--- src/rtl/ramp_pkg.sv ---
// Shared types and default constants for the ramp source controller.
package ramp_pkg;

    localparam int unsigned DEF_NSRC        = 2;
    localparam int unsigned DEF_DAC_W       = 8;
    localparam int unsigned DEF_SETTLE      = 4;
    localparam int unsigned DEF_SYNC_STAGES = 2;

    // Wide enough for the largest legal SETTLE value (255).
    localparam int unsigned CNT_W = 8;

    typedef enum logic [1:0] {
        ST_IDLE   = 2'd0,
        ST_BLANK  = 2'd1,
        ST_ACTIVE = 2'd2
    } state_e;

endpackage

--- src/rtl/comp_sync.sv ---
// Multi-flop synchroniser for one asynchronous comparator input.
// Also exposes the value about to enter the last stage, so a downstream flop can mirror it.
module comp_sync #(
    parameter int unsigned SYNC_STAGES = 2
) (
    input  logic clk,
    input  logic rst_n,
    input  logic async_i,
    output logic sync_o,
    output logic sync_nxt_o
);

    logic [SYNC_STAGES-1:0] ff_q;

    always_ff @(posedge clk or negedge rst_n) begin
        if (!rst_n) begin
            ff_q <= '0;
        end else begin
            ff_q <= {ff_q[SYNC_STAGES-2:0], async_i};
        end
    end

    assign sync_o     = ff_q[SYNC_STAGES-1];
    assign sync_nxt_o = ff_q[SYNC_STAGES-2];

endmodule

--- src/rtl/ramp_src_ctrl.sv ---
// Ramp source selector: break-before-make switching between NSRC ramp sources,
// with per-source comparator synchronisation and rising-crossing detection.
module ramp_src_ctrl
    import ramp_pkg::*;
#(
    parameter int unsigned NSRC        = DEF_NSRC,
    parameter int unsigned DAC_W       = DEF_DAC_W,
    parameter int unsigned SETTLE      = DEF_SETTLE,
    parameter int unsigned SYNC_STAGES = DEF_SYNC_STAGES,
    parameter int unsigned SEL_W       = $clog2(NSRC + 1)
) (
    input  logic                    clk,
    input  logic                    rst_n,
    input  logic                    sel_valid,
    output logic                    sel_ready,
    input  logic [SEL_W-1:0]        sel_src,
    input  logic [NSRC*DAC_W-1:0]   src_code_in,
    input  logic [NSRC-1:0]         comp_in,
    output logic [NSRC*DAC_W-1:0]   src_code_out,
    output logic [SEL_W-1:0]        active_src,
    output logic                    comp_out,
    output logic                    comp_valid,
    output logic                    cross_pulse
);

    localparam int unsigned      CODE_W   = NSRC * DAC_W;
    localparam logic [SEL_W-1:0] SRC_NONE = SEL_W'(NSRC);
    localparam logic [CNT_W-1:0] CNT_LOAD = CNT_W'(SETTLE - 1);

    state_e              state_q, state_d;
    logic [SEL_W-1:0]    active_src_q, active_src_d;
    logic [CNT_W-1:0]    blank_cnt_q, blank_cnt_d;
    logic [CODE_W-1:0]   code_q, code_d;
    logic                comp_out_q, comp_out_d;
    logic                comp_valid_q, comp_valid_d;
    logic                cross_q, cross_d;
    logic                accept;
    logic                prev_comp;
    logic [NSRC-1:0]     sync_s;
    logic [NSRC-1:0]     sync_nxt_s;

    for (genvar g = 0; g < NSRC; g++) begin : g_sync
        comp_sync #(
            .SYNC_STAGES(SYNC_STAGES)
        ) u_comp_sync (
            .clk       (clk),
            .rst_n     (rst_n),
            .async_i   (comp_in[g]),
            .sync_o    (sync_s[g]),
            .sync_nxt_o(sync_nxt_s[g])
        );
    end

    always_ff @(posedge clk or negedge rst_n) begin
        if (!rst_n) begin
            state_q      <= ST_IDLE;
            active_src_q <= SRC_NONE;
            blank_cnt_q  <= '0;
            code_q       <= '0;
            comp_out_q   <= 1'b0;
            comp_valid_q <= 1'b0;
            cross_q      <= 1'b0;
        end else begin
            state_q      <= state_d;
            active_src_q <= active_src_d;
            blank_cnt_q  <= blank_cnt_d;
            code_q       <= code_d;
            comp_out_q   <= comp_out_d;
            comp_valid_q <= comp_valid_d;
            cross_q      <= cross_d;
        end
    end

    // Next state plus next output values; outputs are derived from state_d so that
    // the registered outputs line up with the state they belong to.
    always_comb begin
        state_d      = state_q;
        active_src_d = active_src_q;
        blank_cnt_d  = blank_cnt_q;
        code_d       = '0;
        comp_out_d   = 1'b0;
        prev_comp    = 1'b0;
        sel_ready    = (state_q != ST_BLANK);
        accept       = sel_valid && sel_ready;

        case (state_q)
            ST_IDLE: begin
                if (accept) begin
                    if (sel_src < SRC_NONE) begin
                        active_src_d = sel_src;
                        blank_cnt_d  = CNT_LOAD;
                        state_d      = ST_BLANK;
                    end else begin
                        active_src_d = SRC_NONE;
                    end
                end
            end
            ST_BLANK: begin
                if (blank_cnt_q == '0) begin
                    state_d = ST_ACTIVE;
                end else begin
                    blank_cnt_d = blank_cnt_q - CNT_W'(1);
                end
            end
            ST_ACTIVE: begin
                if (accept) begin
                    if (sel_src >= SRC_NONE) begin
                        active_src_d = SRC_NONE;
                        state_d      = ST_IDLE;
                    end else if (sel_src != active_src_q) begin
                        active_src_d = sel_src;
                        blank_cnt_d  = CNT_LOAD;
                        state_d      = ST_BLANK;
                    end
                end
            end
            default: begin
                active_src_d = SRC_NONE;
                blank_cnt_d  = '0;
                state_d      = ST_IDLE;
            end
        endcase

        for (int unsigned k = 0; k < NSRC; k++) begin
            if ((state_d == ST_ACTIVE) && (active_src_d == SEL_W'(k))) begin
                code_d[k*DAC_W +: DAC_W] = src_code_in[k*DAC_W +: DAC_W];
                comp_out_d               = sync_nxt_s[k];
                prev_comp                = sync_s[k];
            end
        end

        comp_valid_d = (state_d == ST_ACTIVE);
        // Crossing only counts between two ACTIVE cycles on the same source.
        cross_d = (state_d == ST_ACTIVE) && (state_q == ST_ACTIVE) && comp_out_d && !prev_comp;
    end

    assign src_code_out = code_q;
    assign active_src   = active_src_q;
    assign comp_out     = comp_out_q;
    assign comp_valid   = comp_valid_q;
    assign cross_pulse  = cross_q;

endmodule

--- config.mk ---
export PLATFORM = sky130hd
export DESIGN_NAME = ramp_src_ctrl
export DESIGN_NICKNAME = d
export VERILOG_FILES = /design/src/rtl/ramp_pkg.sv /design/src/rtl/comp_sync.sv /design/src/rtl/ramp_src_ctrl.sv
export SDC_FILE = /design/constraint.sdc
export NUM_CORES = 1
export LEC_CHECK = 0
export CAP_MARGIN = 20
export CORE_MARGIN = 3
export CORE_UTILIZATION = 49
export CTS_BUF_LIST = sky130_fd_sc_hd__clkbuf_4 sky130_fd_sc_hd__clkbuf_8
export DETAILED_ROUTE_END_ITERATION = 10
export PLACE_DENSITY_LB_ADDON = 0.05
export SLEW_MARGIN = 0
export SYNTH_ARGS = -nofsm -noshare
export SYNTH_HDL_FRONTEND = slang
export SYNTH_HIERARCHICAL = 1
export SYNTH_SLANG_ARGS = --single-unit
--- constraint.sdc ---
create_clock -name clk -period 2.3 [get_ports clk]
set_clock_uncertainty 0.2 [all_clocks]
set_input_delay 0.23 -clock clk [delete_from_list [all_inputs] [get_ports clk]]
set_output_delay 0.23 -clock clk [all_outputs]
set_load 0.1 [all_outputs]
Yosys cells after proc, flatten, opt, wreduce, memory -nomap -nowiden
Index checks and enable logic that the tools add are counted.

Output and inout bits: 22. Bits of input ports: 23. Word-level logic and storage cells: 61. Bits in registers: 35.

Add/sub/neg operators: 1. Muxes and demuxes: 26. Eq/ne operators: 12. Reduce and logical (&&, ||, !) cells: 11. $lt $le $gt $ge: 2.

Operator list (number): 8-bit two-way mux (8); 8-bit case mux with 3 select lines (1); 2-bit two-way mux (11); 2-bit != test, second input constant (6); 2-bit case mux with 3 select lines (2); 8-bit zero test (1); 8-bit by 1-bit subtractor with 8-bit output, second input constant (1); 1-bit logical AND (6); 6-bit AND reduction (1); 2-bit by 1-bit == test with 1-bit output, second input constant (2); 2-bit == test, second input constant (2); 2-bit zero test (2); 1-bit two-way mux (4); 2-bit greater-or-equal comparator, second input constant (1); 2-bit less-than comparator, second input constant (1); 2-bit by 1-bit != test with 1-bit output, second input constant (1); 2-bit != test (1); 1-bit zero test (1).

Longest topological paths before layout
Depth after elaboration: 11. Depth in mapped cells: 7. Mapped depth without buffers: 6.

Hierarchy
Netlist, hierarchy kept.

By module, submodules not included: ramp_src_ctrl (sequential area each 777.0 µm², times used 1, cells an instance 141, area each 1473.9 µm²); comp_sync (sequential area each 50.0 µm², times used 2, cells an instance 2, area each 50.0 µm²).

Least setup slack after synthesis
Ideal clock, no wire load.

Path kind: reg2reg. Start point: register active_src_q[0] (netlist: active_src[0]). End point: register blank_cnt_q[4]. Buffers on the path: 1. Arrival: 2.163 ns. Clock period less this slack: 2.441 ns. Path slack: -0.141 ns. Cell stages (with the launch flop): 6. Library setup time: 0.078 ns. Required time: 2.022 ns. Cells stage by stage: dfrtp_1 > xor2_1 > o22ai_2 > buf_6 > or4_1 > a21oi_1.

Cells in the longest elaborated chain, start to end: 3.

RTL lines: from (decl) (RTL line ramp_src_ctrl.sv:31) `logic [SEL_W-1:0] active_src_q, active_src_d;`; from (signal assigned) (RTL line ramp_src_ctrl.sv:65) `active_src_q <= active_src_d;`; 2-bit != test (RTL line ramp_src_ctrl.sv:110) `end else if (sel_src != active_src_q) begin`; 2-bit != test (no source line); 6-bit AND reduction (no source line); to (signal assigned) (RTL line ramp_src_ctrl.sv:66) `blank_cnt_q <= blank_cnt_d;`; to (decl) (RTL line ramp_src_ctrl.sv:32) `logic [CNT_W-1:0] blank_cnt_q, blank_cnt_d;`.

Every way passes these cells. A chain may end at the register's enable or synchronous reset.

Worst setup path in the final report
Start point: register blank_cnt_q[1]. End point: register blank_cnt_q[7].

Cells in the longest elaborated chain, start to end: 3. Elaborated cells between the ends (all ways): 6. Those cells by class: add/sub (1); eq/ne (1); mux (2); reduce/logical (2).

RTL lines (RTL line): 8-bit by 1-bit subtractor with 8-bit output / 8-bit zero test (equally long branches) (ramp_src_ctrl.sv:102, ramp_src_ctrl.sv:99); 8-bit two-way mux / 2-bit != test (equally long branches); 8-bit case mux with 3 select lines / 6-bit AND reduction (equally long branches).

Parallel ways exist; a longest one is shown, timed or not. The select of a mux whose other input is x is not followed.

==> impl_metrics.tcl <==
set metrics [dict create \
    synth_top_area_share_pct 54.1 \
    finalSetupTns_ns 0 \
    vias 1281 \
    post-route-cell-area_mm2 0.00213 \
    h-tree-depth 2 \
    setup_viol_count_final 0 \
    antenna_left 0 \
    layout_setup_ws_ns 0.135 \
    cts_setup_buffers 0 \
    rows 19 \
    worst_pin_slew_ns 0.418 \
    drt_iter0_markers 89 \
    synth_cell_types 42 \
    maxSlewViolCount 0 \
    antenna_cells 0 \
    most-common-layout-cells "dfrtp_1, buf_4, clkdlybuf4s50_1" \
    critical_path_required_ns 2.35 \
    regArea_um2 878 \
    p_leak_nw 1.02 \
    cts_tree "built" \
    clkLatencyLatePin_ns 0.32 \
    pin_count 45 \
    core-area_mm2 0.00290 \
    cp.arrival_ns 2.22 \
    syn_nets 169 \
    hpwl_um 2520 \
    crit_type "reg -> reg" \
    multi_input_area_um2 636 \
    via_per_inst 5.29 \
    relSlewSlack_pct 71.7 \
    wl_um 3380 \
    min_period_over_period_pct 94.1 \
    endpoint_kind "flip-flop" \
    drc 0 \
    peakVddDrop_uv 1040 \
    hp-class "in -> async" \
    max_freq_ghz 0.462 \
    cts_root_buf "clkbuf_4" \
    cts_sinks 35 \
    final_hold_viol_count 0 \
    fillers 223 \
    nets 223 \
    grt_usage_pct 19.1 \
    grt_max_degree 36 \
    worst_setup_path_start_kind "flip-flop" \
    synth_area_mm2 0.00157 \
    pre_cts_ws_ns 0.0623 \
    io_buffers 44 \
    grt_overflow_total 0 \
    run_status "finished clean" \
    cp_max_fo 12 \
    syn_to_final_growth_pct 35.3 \
    yosysSeqAreaShare_pct 55.7 \
    synth-seq-cells 35 \
    grt_pass1_wl_um 5950 \
    p_per_area_mw_per_mm2 1090 \
    syn_avg_cell_area_um2 10.9 \
    final_common_cell "dfrtp_1" \
    fp.dieArea_mm2 0.00393 \
    clk_pin_slew_ns 0.10 \
    wire_per_inst_um 14.0 \
    antenna_found_initial 0 \
    gp_congestion 0.811 \
    synth-main-ff-cell "dfrtp_1" \
    yosysWarnings 6 \
    numCtsBuffers 5 \
    clk_path_buf_depth 2 \
    maxCapViolCount 0 \
    layout-drive-gt1-share_pct 24.0 \
    synth_edf_count 0 \
    fp.dieH_um 62.7 \
    syn_inst 145 \
    start_util_pct 54.3 \
    fp.dieW_um 62.7 \
    yosysTopAreaCell "dfrtp_1" \
    dpl-instance-area_mm2 0.00205 \
    finalCriticalPeriod_ns 2.16 \
    grt_pass1_vias 1311 \
    async_flop_share_pct 100 \
    dr.pass1.iters 4 \
    rsz0062_at_grt "no" \
    synth.area.top_cells "dfrtp_1, and2_1, nor3_1" \
]
==> per-layer routing <==
layer / track usage, % / share of wire, % / vias up
li1: - / - / 620
met1: 22.5 / 41 / 617
met2: 33.0 / 52 / 38
met3: 5.22 / 5.6 / 6
met4: 7.16 / 1.4 / 0
met5: 0 / 0 / -
==> cell families (layout without fill, tap and decap cells) <==
logic type	after synthesis	after routing	synth area share, %
and+or+nand+nor	55	55	22.7
DFF	35	35	55.7
AOI/OAI and AO/OA	34	34	14.0
buffers and inverters	17	72	4.93
xor gates and xnor gates	2	2	1.11
adders and majority gates	1	1	0.795
muxes	1	1	0.715
==> area by class of cell <==
type	instances	area share, %
multi-input combinational	93	29.8
timing repair buffer	51	21.2
tap	42	2.47
clock buffer	7	2.76
clock inverter	1	0.235
sequential	35	41.2
inverter	13	2.29
==> synthesized netlist by cell type (2+ instances only) <==
cell,count
and2_1,9
dfrtp_1,34
nor3_1,11
buf_2,2
or4_1,5
o31ai_1,6
nand2_1,7
o21ai_0,7
a211oi_1,2
a21o_1,2
nand2b_1,2
nor2b_1,2
inv_1,13
or3_1,3
a21oi_1,10
nand3_1,2
nor2_1,3
==> worst max-delay path, stage by stage, from the launching register on <==
cell	delay, ns
dfrtp_1	0.41
inv_1	0.08
ha_1	0.19
or4b_4	0.53
nor4_4	0.25
buf_4	0.21
o31ai_1	0.09
a21oi_1	0.14
==> what timing repair did <==
item	in CTS	in global routing
setup endpoints to repair	0	12
resized for setup	0	3
hold buffers	0	0
==> metrics by stage <==
| stage | hold slack, ns | utilization [%] | power (W) | instances |
|---|---|---|---|---|
| floorplan | -0.266 | - | 0.00165 | 145 |
| global placement | 0.184 | 70.7 | 0.00192 | 234 |
| detailed placement | 0.186 | 70.7 | 0.00196 | 234 |
| CTS | 0.115 | 72.9 | 0.00232 | 242 |
| global route | 0.128 | 73.4 | 0.00249 | 242 |
| finish | 0.110 | 73.4 | 0.00233 | 242 |
==> state kept, by name, indices dropped and copies added, names as in the netlist <==
register,count
state_q,2
cross_pulse,1
comp_valid,1
comp_out,1
blank_cnt_q,8
g_sync.u_comp_sync/ff_q,4
active_src,2
src_code_out,16
==> power by group <==
group,internal (W),leakage [nW],switching (W)
logic,0.000388,0.516,0.000727
registers,0.000733,0.460,0.000129
clock network,0.000160,0.0387,0.000192
total,0.00128,1.02,0.00105
==> worst paths after layout <==
check | start | end | slack, ns | cells past startpoint
min | rst_n | src_code_out[3] | 0.11 | 2
max | blank_cnt_q[1] | blank_cnt_q[7] | 0.14 | 7
min reg2reg | g_sync[1].u_comp_sync/ff_q[0] | g_sync[1].u_comp_sync/ff_q[1] | 0.21 | 0
min in group clk | comp_in[1] | g_sync[1].u_comp_sync/ff_q[0] | 0.15 | 1
max reg2reg | blank_cnt_q[1] | blank_cnt_q[7] | 0.14 | 7
max in group asynchronous | rst_n | active_src[1] | 1.45 | 2
No activity file was read; power rests on OpenSTA's default activity.
==> RTL edit 1: new RTL, config.mk and constraints unchanged <==
The 3 states of `state_e` get a one-hot encoding in 3 bits.
--- a/src/rtl/ramp_pkg.sv
+++ b/src/rtl/ramp_pkg.sv
@@ -9,10 +9,10 @@
     // Wide enough for the largest legal SETTLE value (255).
     localparam int unsigned CNT_W = 8;
 
-    typedef enum logic [1:0] {
-        ST_IDLE   = 2'd0,
-        ST_BLANK  = 2'd1,
-        ST_ACTIVE = 2'd2
+    typedef enum logic [2:0] {
+        ST_IDLE   = 3'b001,
+        ST_BLANK  = 3'b010,
+        ST_ACTIVE = 3'b100
     } state_e;
 
 endpackage
Formal check against the unedited RTL: no difference found for any inputs over 10 cycles, from zero or initial values and one cycle with rst_n low; not proved beyond that.
==> RTL edit 1 against the original RTL <==
Sequential power fell by 12%. Routed wire length rose by 17%. Area after synthesis rose by 8.5%. Clock power rose by 28%. Setup slack improved by 74 ps. Final cell count rose by 7.9%. Combinational power fell by 35%. Sequential cell count rose by 1. Synthesized cell count rose by 10%. Core utilization fell by 1.2 points. Die area rose by 7.7%. Power fell by 17%. Design area rose by 7.8%.
==> RTL edit 1: results <==
[critical_path]
critical_path.max_stage_delay_ps = 430
critPathArrivalTime_ps = 2120
rr_startpoint = blank_cnt_q[0]
cp_slowest_cell = or3b_1
crit_fanout = 6
r2r_end = blank_cnt_q[4]

[power]
combPwrFrac_pct = 37.6
p_switching_w = 0.0006887
power.leakage_nw = 1.027
clkPwrFrac_pct = 23.3
internal-power_w = 0.001242
peakVddDrop_uv = 475.8

[clock_tree]
cts_resized = 0
insertion_delay_ps = 340

[synth]
synthXorXnorAreaFrac_pct = 1.538
synthTopCellsByCount = dfrtp_1, nor2_1, nand3_1
ys_top_cells_by_area = dfrtp_1, nor3b_1, nor2_1
synth_cells = 160
yosysSeqAreaShare_pct = 52.89
syn-num-nets = 184
muxShareOfSynthArea_pct = 0.6593
synth-compound-area-share_pct = 15.68
synthAdderAreaFrac_pct = 0.7326
synth_cell_type_count = 51

[grt]
grt_max_degree = 37
grt_use_total_pct = 21.03
grt_pass1_vias = 1461

[placed_design]
hpwl_mm = 2.804
dpl.cell_count = 253
gp_congestion = 0.8003
dpl_cell_area_um2 = 2210
dpl_worst_slack_ps = 27.80

[finish]
final_layout_size_suffix_gt1_share_pct = 26.27
multi_input_area_um2 = 721.9
fillers = 243
fin_nets = 240

[timing]
layout_setup_ws_ps = 209.7
timing.hold.ws_ps = 90.40
tightest_slew_ps = 713.9

[routing]
vias = 1446
drt_iter0_markers = 183
routedWlPerCell_um = 15.18
vias_per_cell = 5.540

[run_status]
status = finished, final reports clean
[RTL edit 1: changes by cell type after synthesis, sizes merged, moves of 4 or more]
cell | unedited run | this run
nor2 | 3 | 17
nand3 | 2 | 12
a21oi | 10 | 2
and2 | 9 | 1
nor3b | 2 | 10
a31oi | 0 | 7
inv | 13 | 8
o31ai | 6 | 1
nand2 | 7 | 3
nor3 | 11 | 7
or4 | 5 | 1
[RTL edit 1: cell type report]
cell class	count	share of cell area, %
Sequential cell	36	39.42
Multi-Input combinational cell	107	31.46
Timing Repair Buffer	58	21.92
Tap cell	44	2.399
Clock buffer	6	1.963
Clock inverter	2	1.527
Inverter	8	1.309
[RTL edit 1: layer usage]
layer | up-vias | wire, um | global-route usage (%)
met1 | 672 | 1722 | 27.21
met2 | 76 | 1858 | 33.97
met3 | 4 | 327 | 5.719
li1 | 694 | - | -
met5 | - | 0 | 0
met4 | 0 | 54 | 7.254
==> RTL edit 2: new RTL, config.mk and constraints unchanged <==
Made on the original files. `DEF_NSRC`: 2 -> 4.
--- a/src/rtl/ramp_pkg.sv
+++ b/src/rtl/ramp_pkg.sv
@@ -1,7 +1,7 @@
 // Shared types and default constants for the ramp source controller.
 package ramp_pkg;
 
-    localparam int unsigned DEF_NSRC        = 2;
+    localparam int unsigned DEF_NSRC        = 4;
     localparam int unsigned DEF_DAC_W       = 8;
     localparam int unsigned DEF_SETTLE      = 4;
     localparam int unsigned DEF_SYNC_STAGES = 2;
Ports: changed (5 resized); port bits go from 45 to 81. No check against the original RTL was run, so the function may have changed too.
==> RTL edit 2 against the original RTL <==
Design area is 56% higher. Routed wire length increased by 52%. Sequential cell count rose by 21. Setup slack better by 28 ps. Critical path depth decreased by 1. Power increased by 49%. Sequential share of layout area is 1.1 points higher. Area after synthesis grew 48%.
==> RTL edit 2: results <==
[routing]
wl_met3_um = 307
drt_iter0_markers = 180
vias_per_cell = 5.219
drt-met1-wl_mm = 2.214
dr_wl_met2_mm = 2.532
drt_pass1_iterations = 5

[grt]
use_met3_pct = 4.806
use_met1_pct = 24.19
use_met2_pct = 32.21
grt_first_pass_wirelength_mm = 8.059
grt_use_total_pct = 19.14
antenna_found_initial = 0
grt_pass1_vias = 1722

[finish]
largest_register_ffs = 32
fillers = 314
final_layout_size_suffix_gt1_share_pct = 27.33

[synth]
synthTopCellsByCount = dfrtp_1, nor2_1, nand3_1
synth_cell_type_count = 48
synthXorXnorAreaFrac_pct = 2.252
ys_top_cells_by_area = dfrtp_1, nand3_1, nor2_1
syn-num-nets = 251
muxShareOfSynthArea_pct = 1.340

[critical_path]
crit_start = blank_cnt_q[0]
critPathArrivalTime_ps = 2130
reg2reg_setup_slack_ps = 160
worst-r2r-cell-count = 6
r2r_end = blank_cnt_q[0]
critical_path.max_stage_delay_ps = 510
crit_fanout = 7
cp_slowest_cell = or3b_2

[clock_tree]
cts_root_buf = clkbuf_8
insertion_delay_ps = 300
cts_hold_buf = 1

[power]
pg_seq_w = 0.00122
p_sw_share_pct = 41.49
combPwrFrac_pct = 45.0

[run_status]
status = finished, final reports clean

[placed_design]
port_buffers = 80

[timing]
tightest_slew_ps = 463.6
## RTL edit 2: cell families (layout without fill, tap and decap cells)
group,count (synthesis),after routing
flip-flops,56,56
multiplexers,3,3
AND/OR/NAND/NOR,106,106
XOR/XNOR,6,6
adder cells (fa/ha/maj),1,1
buffers and inverters,18,110
AO/OA/AOI/OAI,18,18
## RTL edit 2: area by class of cell
| cell class | count | share of cell area (%) |
|---|---|---|
| clock buffer | 7 | 2.905 |
| timing repair buffer | 95 | 25.27 |
| tap | 52 | 1.962 |
| multi-input combinational | 134 | 25.65 |
| clock inverter | 1 | 0.9053 |
| inverter | 7 | 0.9430 |
| sequential | 56 | 42.36 |
## RTL edit 2: through the flow
stage               total power (W)  util, %  std cells  worst slack, ps  area [um2]
detailed placement         0.002789    70.95        343            15.83        3174
finish                     0.003464    74.13        352            163.2        3317
floorplan                  0.002385        -        208            124.9        2338
CTS                        0.003477    73.99        352            97.89        3311
global placement           0.002773    70.95        343            41.28        3174
global route               0.003667    74.13        352            25.30        3317
